==> config.mk <==
export PLATFORM = sky130hd
export DESIGN_NAME = alu_operand_sequencer
export DESIGN_NICKNAME = d
export VERILOG_FILES = /design/src/rtl/alu_operand_sequencer.sv
export SDC_FILE = /design/constraint.sdc
export NUM_CORES = 1
export LEC_CHECK = 0
export BUFFER_PORTS_ARGS = -buffer_cell sky130_fd_sc_hd__buf_2
export CORE_MARGIN = 2
export CORE_UTILIZATION = 53
export DETAILED_ROUTE_END_ITERATION = 7
export PLACE_DENSITY = 0.81
export SLEW_MARGIN = 15
export SYNTH_ARGS = -nofsm -noshare
export SYNTH_HDL_FRONTEND = slang
export SYNTH_SLANG_ARGS = --single-unit
==> constraint.sdc <==
create_clock -name clk -period 4 [get_ports clk]
set_input_delay 0.6 -clock clk [delete_from_list [all_inputs] [get_ports clk]]
set_output_delay 0.6 -clock clk [all_outputs]
set_load 0.02 [all_outputs]
==> src/rtl/alu_operand_sequencer.sv <==
// Operand/opcode entry sequencer for the 4-bit ADDER/ALU stage: loads V1, V2, OP on button
// presses, captures the adder result, and keeps a saturating overflow count.
// Optional two-flop input synchronizers on enter/clear: define ALU_SEQ_INPUT_SYNC_EN.
module alu_operand_sequencer #(
   parameter int W   = 4,
   parameter int OPW = 3,
   parameter int CW  = 4
) (
   input  logic           clk,
   input  logic           rst,
   input  logic [W-1:0]   sw,
   input  logic [OPW-1:0] op_sw,
   input  logic           enter,
   input  logic           clear,
   output logic [W-1:0]   V1,
   output logic [W-1:0]   V2,
   output logic [OPW-1:0] OP,
   input  logic [W-1:0]   R_in,
   input  logic           ovf_in,
   output logic [W-1:0]   result,
   output logic           result_ovf,
   output logic [CW-1:0]  ovf_cnt,
   output logic [2:0]     state,
   output logic           done
);

   typedef enum logic [2:0] {
      WAIT_A  = 3'd0,
      WAIT_B  = 3'd1,
      WAIT_OP = 3'd2,
      EXEC    = 3'd3,
      SHOW    = 3'd4
   } state_t;

   localparam logic [CW-1:0] CNT_MAX = {CW{1'b1}};
   localparam logic [CW-1:0] CNT_ONE = {{(CW-1){1'b0}}, 1'b1};

   state_t         state_reg, state_next;
   logic [W-1:0]   v1_reg, v2_reg, result_reg;
   logic [OPW-1:0] op_reg;
   logic           result_ovf_reg, done_reg;
   logic [CW-1:0]  ovf_cnt_reg;
   logic           enter_s, clear_s, enter_q_reg, press;
   logic           load_a, load_b, load_op, capture;

`ifdef ALU_SEQ_INPUT_SYNC_EN
   logic [1:0] enter_sync_reg, clear_sync_reg;

   always_ff @(posedge clk or posedge rst) begin
      if (rst) begin
         enter_sync_reg <= 2'b00;
         clear_sync_reg <= 2'b00;
      end else begin
         enter_sync_reg <= {enter_sync_reg[0], enter};
         clear_sync_reg <= {clear_sync_reg[0], clear};
      end
   end

   assign enter_s = enter_sync_reg[1];
   assign clear_s = clear_sync_reg[1];
`else
   assign enter_s = enter;
   assign clear_s = clear;
`endif

   always_ff @(posedge clk or posedge rst) begin
      if (rst) enter_q_reg <= 1'b0;
      else     enter_q_reg <= enter_s;
   end

   // One press per rising edge of the (possibly synchronized) button level
   assign press = enter_s & ~enter_q_reg;

   always_ff @(posedge clk or posedge rst) begin
      if (rst) state_reg <= WAIT_A;
      else     state_reg <= state_next;
   end

   always_comb begin
      state_next = state_reg;
      load_a     = 1'b0;
      load_b     = 1'b0;
      load_op    = 1'b0;
      capture    = 1'b0;
      if (clear_s) begin
         state_next = WAIT_A;
      end else begin
         case (state_reg)
            WAIT_A:  if (press) begin load_a  = 1'b1; state_next = WAIT_B;  end
            WAIT_B:  if (press) begin load_b  = 1'b1; state_next = WAIT_OP; end
            WAIT_OP: if (press) begin load_op = 1'b1; state_next = EXEC;    end
            EXEC:    begin capture = 1'b1; state_next = SHOW; end
            SHOW:    if (press) state_next = WAIT_A;
            default: state_next = WAIT_A;
         endcase
      end
   end

   always_ff @(posedge clk or posedge rst) begin
      if (rst) begin
         v1_reg         <= '0;
         v2_reg         <= '0;
         op_reg         <= '0;
         result_reg     <= '0;
         result_ovf_reg <= 1'b0;
         ovf_cnt_reg    <= '0;
         done_reg       <= 1'b0;
      end else if (clear_s) begin
         v1_reg         <= '0;
         v2_reg         <= '0;
         op_reg         <= '0;
         result_reg     <= '0;
         result_ovf_reg <= 1'b0;
         ovf_cnt_reg    <= '0;
         done_reg       <= 1'b0;
      end else begin
         if (load_a)  v1_reg <= sw;
         if (load_b)  v2_reg <= sw;
         if (load_op) op_reg <= op_sw;
         // done is high for the cycle after EXEC, i.e. the first SHOW cycle
         done_reg <= capture;
         if (capture) begin
            result_reg     <= R_in;
            result_ovf_reg <= ovf_in;
            if (ovf_in && (ovf_cnt_reg != CNT_MAX))
               ovf_cnt_reg <= ovf_cnt_reg + CNT_ONE;
         end
      end
   end

   assign V1         = v1_reg;
   assign V2         = v2_reg;
   assign OP         = op_reg;
   assign result     = result_reg;
   assign result_ovf = result_ovf_reg;
   assign ovf_cnt    = ovf_cnt_reg;
   assign state      = state_reg;
   assign done       = done_reg;

endmodule

Yosys cells after proc, flatten, opt, wreduce, memory -nomap -nowiden
Cells that the tools add are included.
W data, S select, Z words.
{"block": "op_classes", "n_bitwise": 2, "n_mux": 29, "n_eq_ne": 9, "add_sub_neg": 1, "reduce_logical": 9}
{"op": "$mux W4", "count": 9}
{"op": "$mux W3", "count": 7}
{"op": "$pmux W3 S5", "count": 1}
{"op": "$mux W1", "count": 12}
{"op": "$ne A3 B3 Y1 const B", "count": 4}
{"op": "$reduce_bool A2 Y1", "count": 5}
{"op": "$eq A3 B2 Y1 const B", "count": 2}
{"op": "$add A4 B1 Y4 const B", "count": 1}
{"op": "$ne A4 B4 Y1 const B", "count": 1}
{"op": "$reduce_and A4 Y1", "count": 1}
{"op": "$eq A3 B1 Y1 const B", "count": 1}
{"op": "$eq A3 B3 Y1 const B", "count": 1}
{"op": "$logic_not A3 Y1", "count": 1}
{"op": "$reduce_and A2 Y1", "count": 1}
{"op": "$and A1 B1 Y1", "count": 1}
{"op": "$logic_and A1 B1 Y1", "count": 1}
{"op": "$not A1 Y1", "count": 1}
{"block": "totals", "input_bits": 16, "wordCells": 59, "out_inout_bits": 24, "register_bits": 25}

Logic depth before layout (Yosys ltp)
{"block": "depth", "ltp_word": 7, "depth_mapped": 5}

Worst setup path before layout
OpenSTA, ideal clock, no wires.
{"block": "synth_timing", "path_kind": "reg2reg", "from": "register state_reg[1], in the netlist state[1]", "to": "register v2_reg[0], in the netlist V2[0]", "arrival_ns": 1.347, "path_stages_with_launch": 5, "slack_ns": 2.517, "period_less_slack_ns": 1.483, "required_ns": 3.864, "n_path_buf": 1, "setup_ns": 0.136, "path_cell_list": "dfrtp_1 > buf_4 > or4b_4 > o21ai_1 > a21oi_1"}
{"block": "synth_between", "elab_chain_cells": 4}
{"element": "from (decl)", "line_no": "38", "text": "state_t state_reg, state_next;"}
{"element": "from (signal assigned)", "line_no": "76", "text": "else state_reg <= state_next;"}
{"element": "$eq A3 B1 Y1", "line_no": "88", "text": "case (state_reg)"}
{"element": "$mux W1", "line_no": "88"}
{"element": "$mux W1", "line_no": "85", "text": "if (clear_s) begin"}
{"element": "$reduce_bool A2 Y1 (no source line)"}
{"element": "to (signal assigned)", "line_no": "118", "text": "if (load_b) v2_reg <= sw;"}
{"element": "to (decl)", "line_no": "39", "text": "logic [W-1:0] v1_reg, v2_reg, result_reg;"}
Every way passes these cells.
A chain may end at the register's enable or synchronous reset.

Worst setup path in the final report
{"block": "layout_timing", "from": "register state_reg[0], in the netlist state[0]", "to": "output port state[0]"}
{"element": "to (decl)", "line_no": "23", "text": "output logic [2:0] state,"}
No word-level cell between the ends.

==> impl_metrics.tcl <==
set metrics [dict create \
    syn_nets 140 \
    route.vias.total 1063 \
    ys_seq_area_share_pct 51.6 \
    finalCritPeriodShare_pct 48.0 \
    ys_top_cells_by_area "dfrtp_1 (52%), nand3_1 (7.8%), a21oi_1 (7.4%), o21ai_0 (2.5%), o21ai_1 (2.5%)" \
    seq_area_um2 626 \
    yosys_register_bits 25 \
    cts_root_buf "clkbuf_4" \
    layout.nets 176 \
    die_w_um 51.8 \
    min_period_ns 1.92 \
    first_pass_iters 4 \
    dominantRegCellSynth "dfrtp_1" \
    setup_viol 0 \
    critPathArrivalTime_ns 1.32 \
    rsz0062_at_grt "no" \
    coreArea_um2 2190 \
    io_buffers 39 \
    synthDominantCellAreaShare_pct 51.6 \
    power.density_nw_per_um2 299 \
    syn_area_per_cell_um2 9.86 \
    worstPathMaxFanout 19 \
    clkLatencyLatePin_ns 0.33 \
    post-route-util_pct 64.8 \
    drc 0 \
    antenna_found_initial 0 \
    outcome "finished, final reports clean" \
    clock.fmax_mhz 521 \
    grt_pass1_vias 1007 \
    h-tree-depth 1 \
    wl_per_cell_um 14.6 \
    die_area_um2 2690 \
    dp.final_hpwl_um 1990 \
    cts_resized 0 \
    initial_core_util_pct 55.3 \
    cp-start-kind "register" \
    gp_congestion 0.757 \
    fillers 210 \
    p_leak_nw 0.696 \
    tritoncts "yes" \
    synth_top_area_cell "dfrtp_1" \
    drt_iter0_drc 32 \
    maxSlewViolCount 0 \
    clkSinkCount 25 \
    whs_ns 0.439 \
    overflow 0 \
    tightest_slew_ns 0.934 \
    rows 17 \
    relSlewSlack_pct 37.6 \
    cts_hold_buf 0 \
    drv_cap 0 \
    ant_nets 0 \
    synth_async_sr_flop_share_pct 100 \
    slowest_delay_ns 0.72 \
    area_growth_pct 17.0 \
    synthCells 123 \
    hp-class "in -> reg" \
    synthTopCellsByCount "dfrtp_1 (25), nand3_1 (19), a21oi_1 (18), nand2_1 (7)" \
    cp_cell_sequence "buf_2" \
    synth_warnings 0 \
    multi_input_area_um2 517 \
    clock_skew_ns 0.00404 \
    ios 40 \
    cpMaxStageDelayCell "dfrtp_1" \
    grt_pass1_wl_um 4530 \
    post-cts-setup-buffers 0 \
    fp.dieH_um 51.8 \
    synth.most_common_cell "dfrtp_1" \
    clkSlewWorstSetupHoldPaths_ns 0.13 \
    ctsLongestPathBuffers 2 \
    synth.cell_area_um2 1210 \
    peakVddDrop_v 0.000195 \
    final.setup.tns_ns 0 \
    path_delay_family "flip-flops" \
    grt_use_total_pct 22.4 \
    grt_start_max_net_pins 26 \
    path_buf_inv 1 \
    drive_gt1_share_pct 30.4 \
    wl_um 2720 \
    finalHoldViolCount 0 \
    viasPerCell 5.72 \
    path_class "reg -> out" \
    cts_made_buffers 3 \
    diodes 0 \
    crit_path_end_kind "output port" \
    synth_edf_count 0 \
    critPathRequiredTime_ns 3.40 \
    ys_types 34 \
]
## power by group
group	switching [mW]	leakage [nW]	total [mW]	internal, mW
registers	0.00692	0.345	0.264	0.257
clock network	0.0781	0.0177	0.116	0.0376
logic	0.0283	0.334	0.0444	0.0161
## final timing paths
check / start / to / slack (ns) / cells past startpoint
worst max register to register: state[0] / OP[0] / 2.32 / 3
min in group asynchronous: rst / ovf_cnt[0] / 0.46 / 2
worst min-delay path: enter / enter_q_reg / 0.44 / 1
worst max-delay path: state[0] / state[0] / 2.08 / 1
worst min register to register: result[3] / result[3] / 0.53 / 2
max in group asynchronous: rst / V1[2] / 2.98 / 2
## through the flow
stage	setup WS [ns]	power (mW)	std cells	instance area, um2
finish	2.08	0.424	186	1420
global route	1.98	0.441	186	1420
CTS	2.08	0.425	186	1420
detailed placement	2.30	0.314	182	1390
global placement	2.38	0.312	182	1390
floorplan	2.52	0.297	123	1210
## kinds of logic (layout without fill, tap and decap cells)
| logic type | after synthesis | count (layout) | share of synthesized area (%) |
|---|---|---|---|
| AOI/OAI and AO/OA | 37 | 37 | 16.9 |
| adders and majority gates | 1 | 1 | 1.03 |
| buffers and inverters | 13 | 48 | 5.78 |
| DFF | 25 | 25 | 51.6 |
| muxes | 2 | 2 | 1.65 |
| and+or+nand+nor | 45 | 45 | 23.0 |
## final cells by class
type | instances | share of cell area (%)
repair buffers | 39 | 13.8
flip-flops and latches | 25 | 44.1
clock inverters | 1 | 0.353
inverters | 5 | 1.32
clock buffers | 3 | 1.59
multi-input cells | 85 | 36.4
well taps | 28 | 2.47
## routing by layer
metal,track usage [%],up-vias,share of wire [%]
li1,-,511,-
met1,29.7,515,43
met2,38.4,34,52
met3,2.87,3,4.3
met4,6.58,0,0.70
met5,0,-,0
## cells in the final DEF (no fill, tap or decap), types with 2 or more instances in the layout
master,n
nand2b_1,2
buf_2,39
o21ai_0,6
nor2_1,3
inv_1,5
nor2b_1,2
a21oi_1,18
nand3b_1,2
o21ai_1,6
dfrtp_1,25
o211ai_1,2
nand2_1,7
nand3_1,19
clkbuf_4,3
mux2i_1,2
No activity file was read; power rests on OpenSTA's default activity.
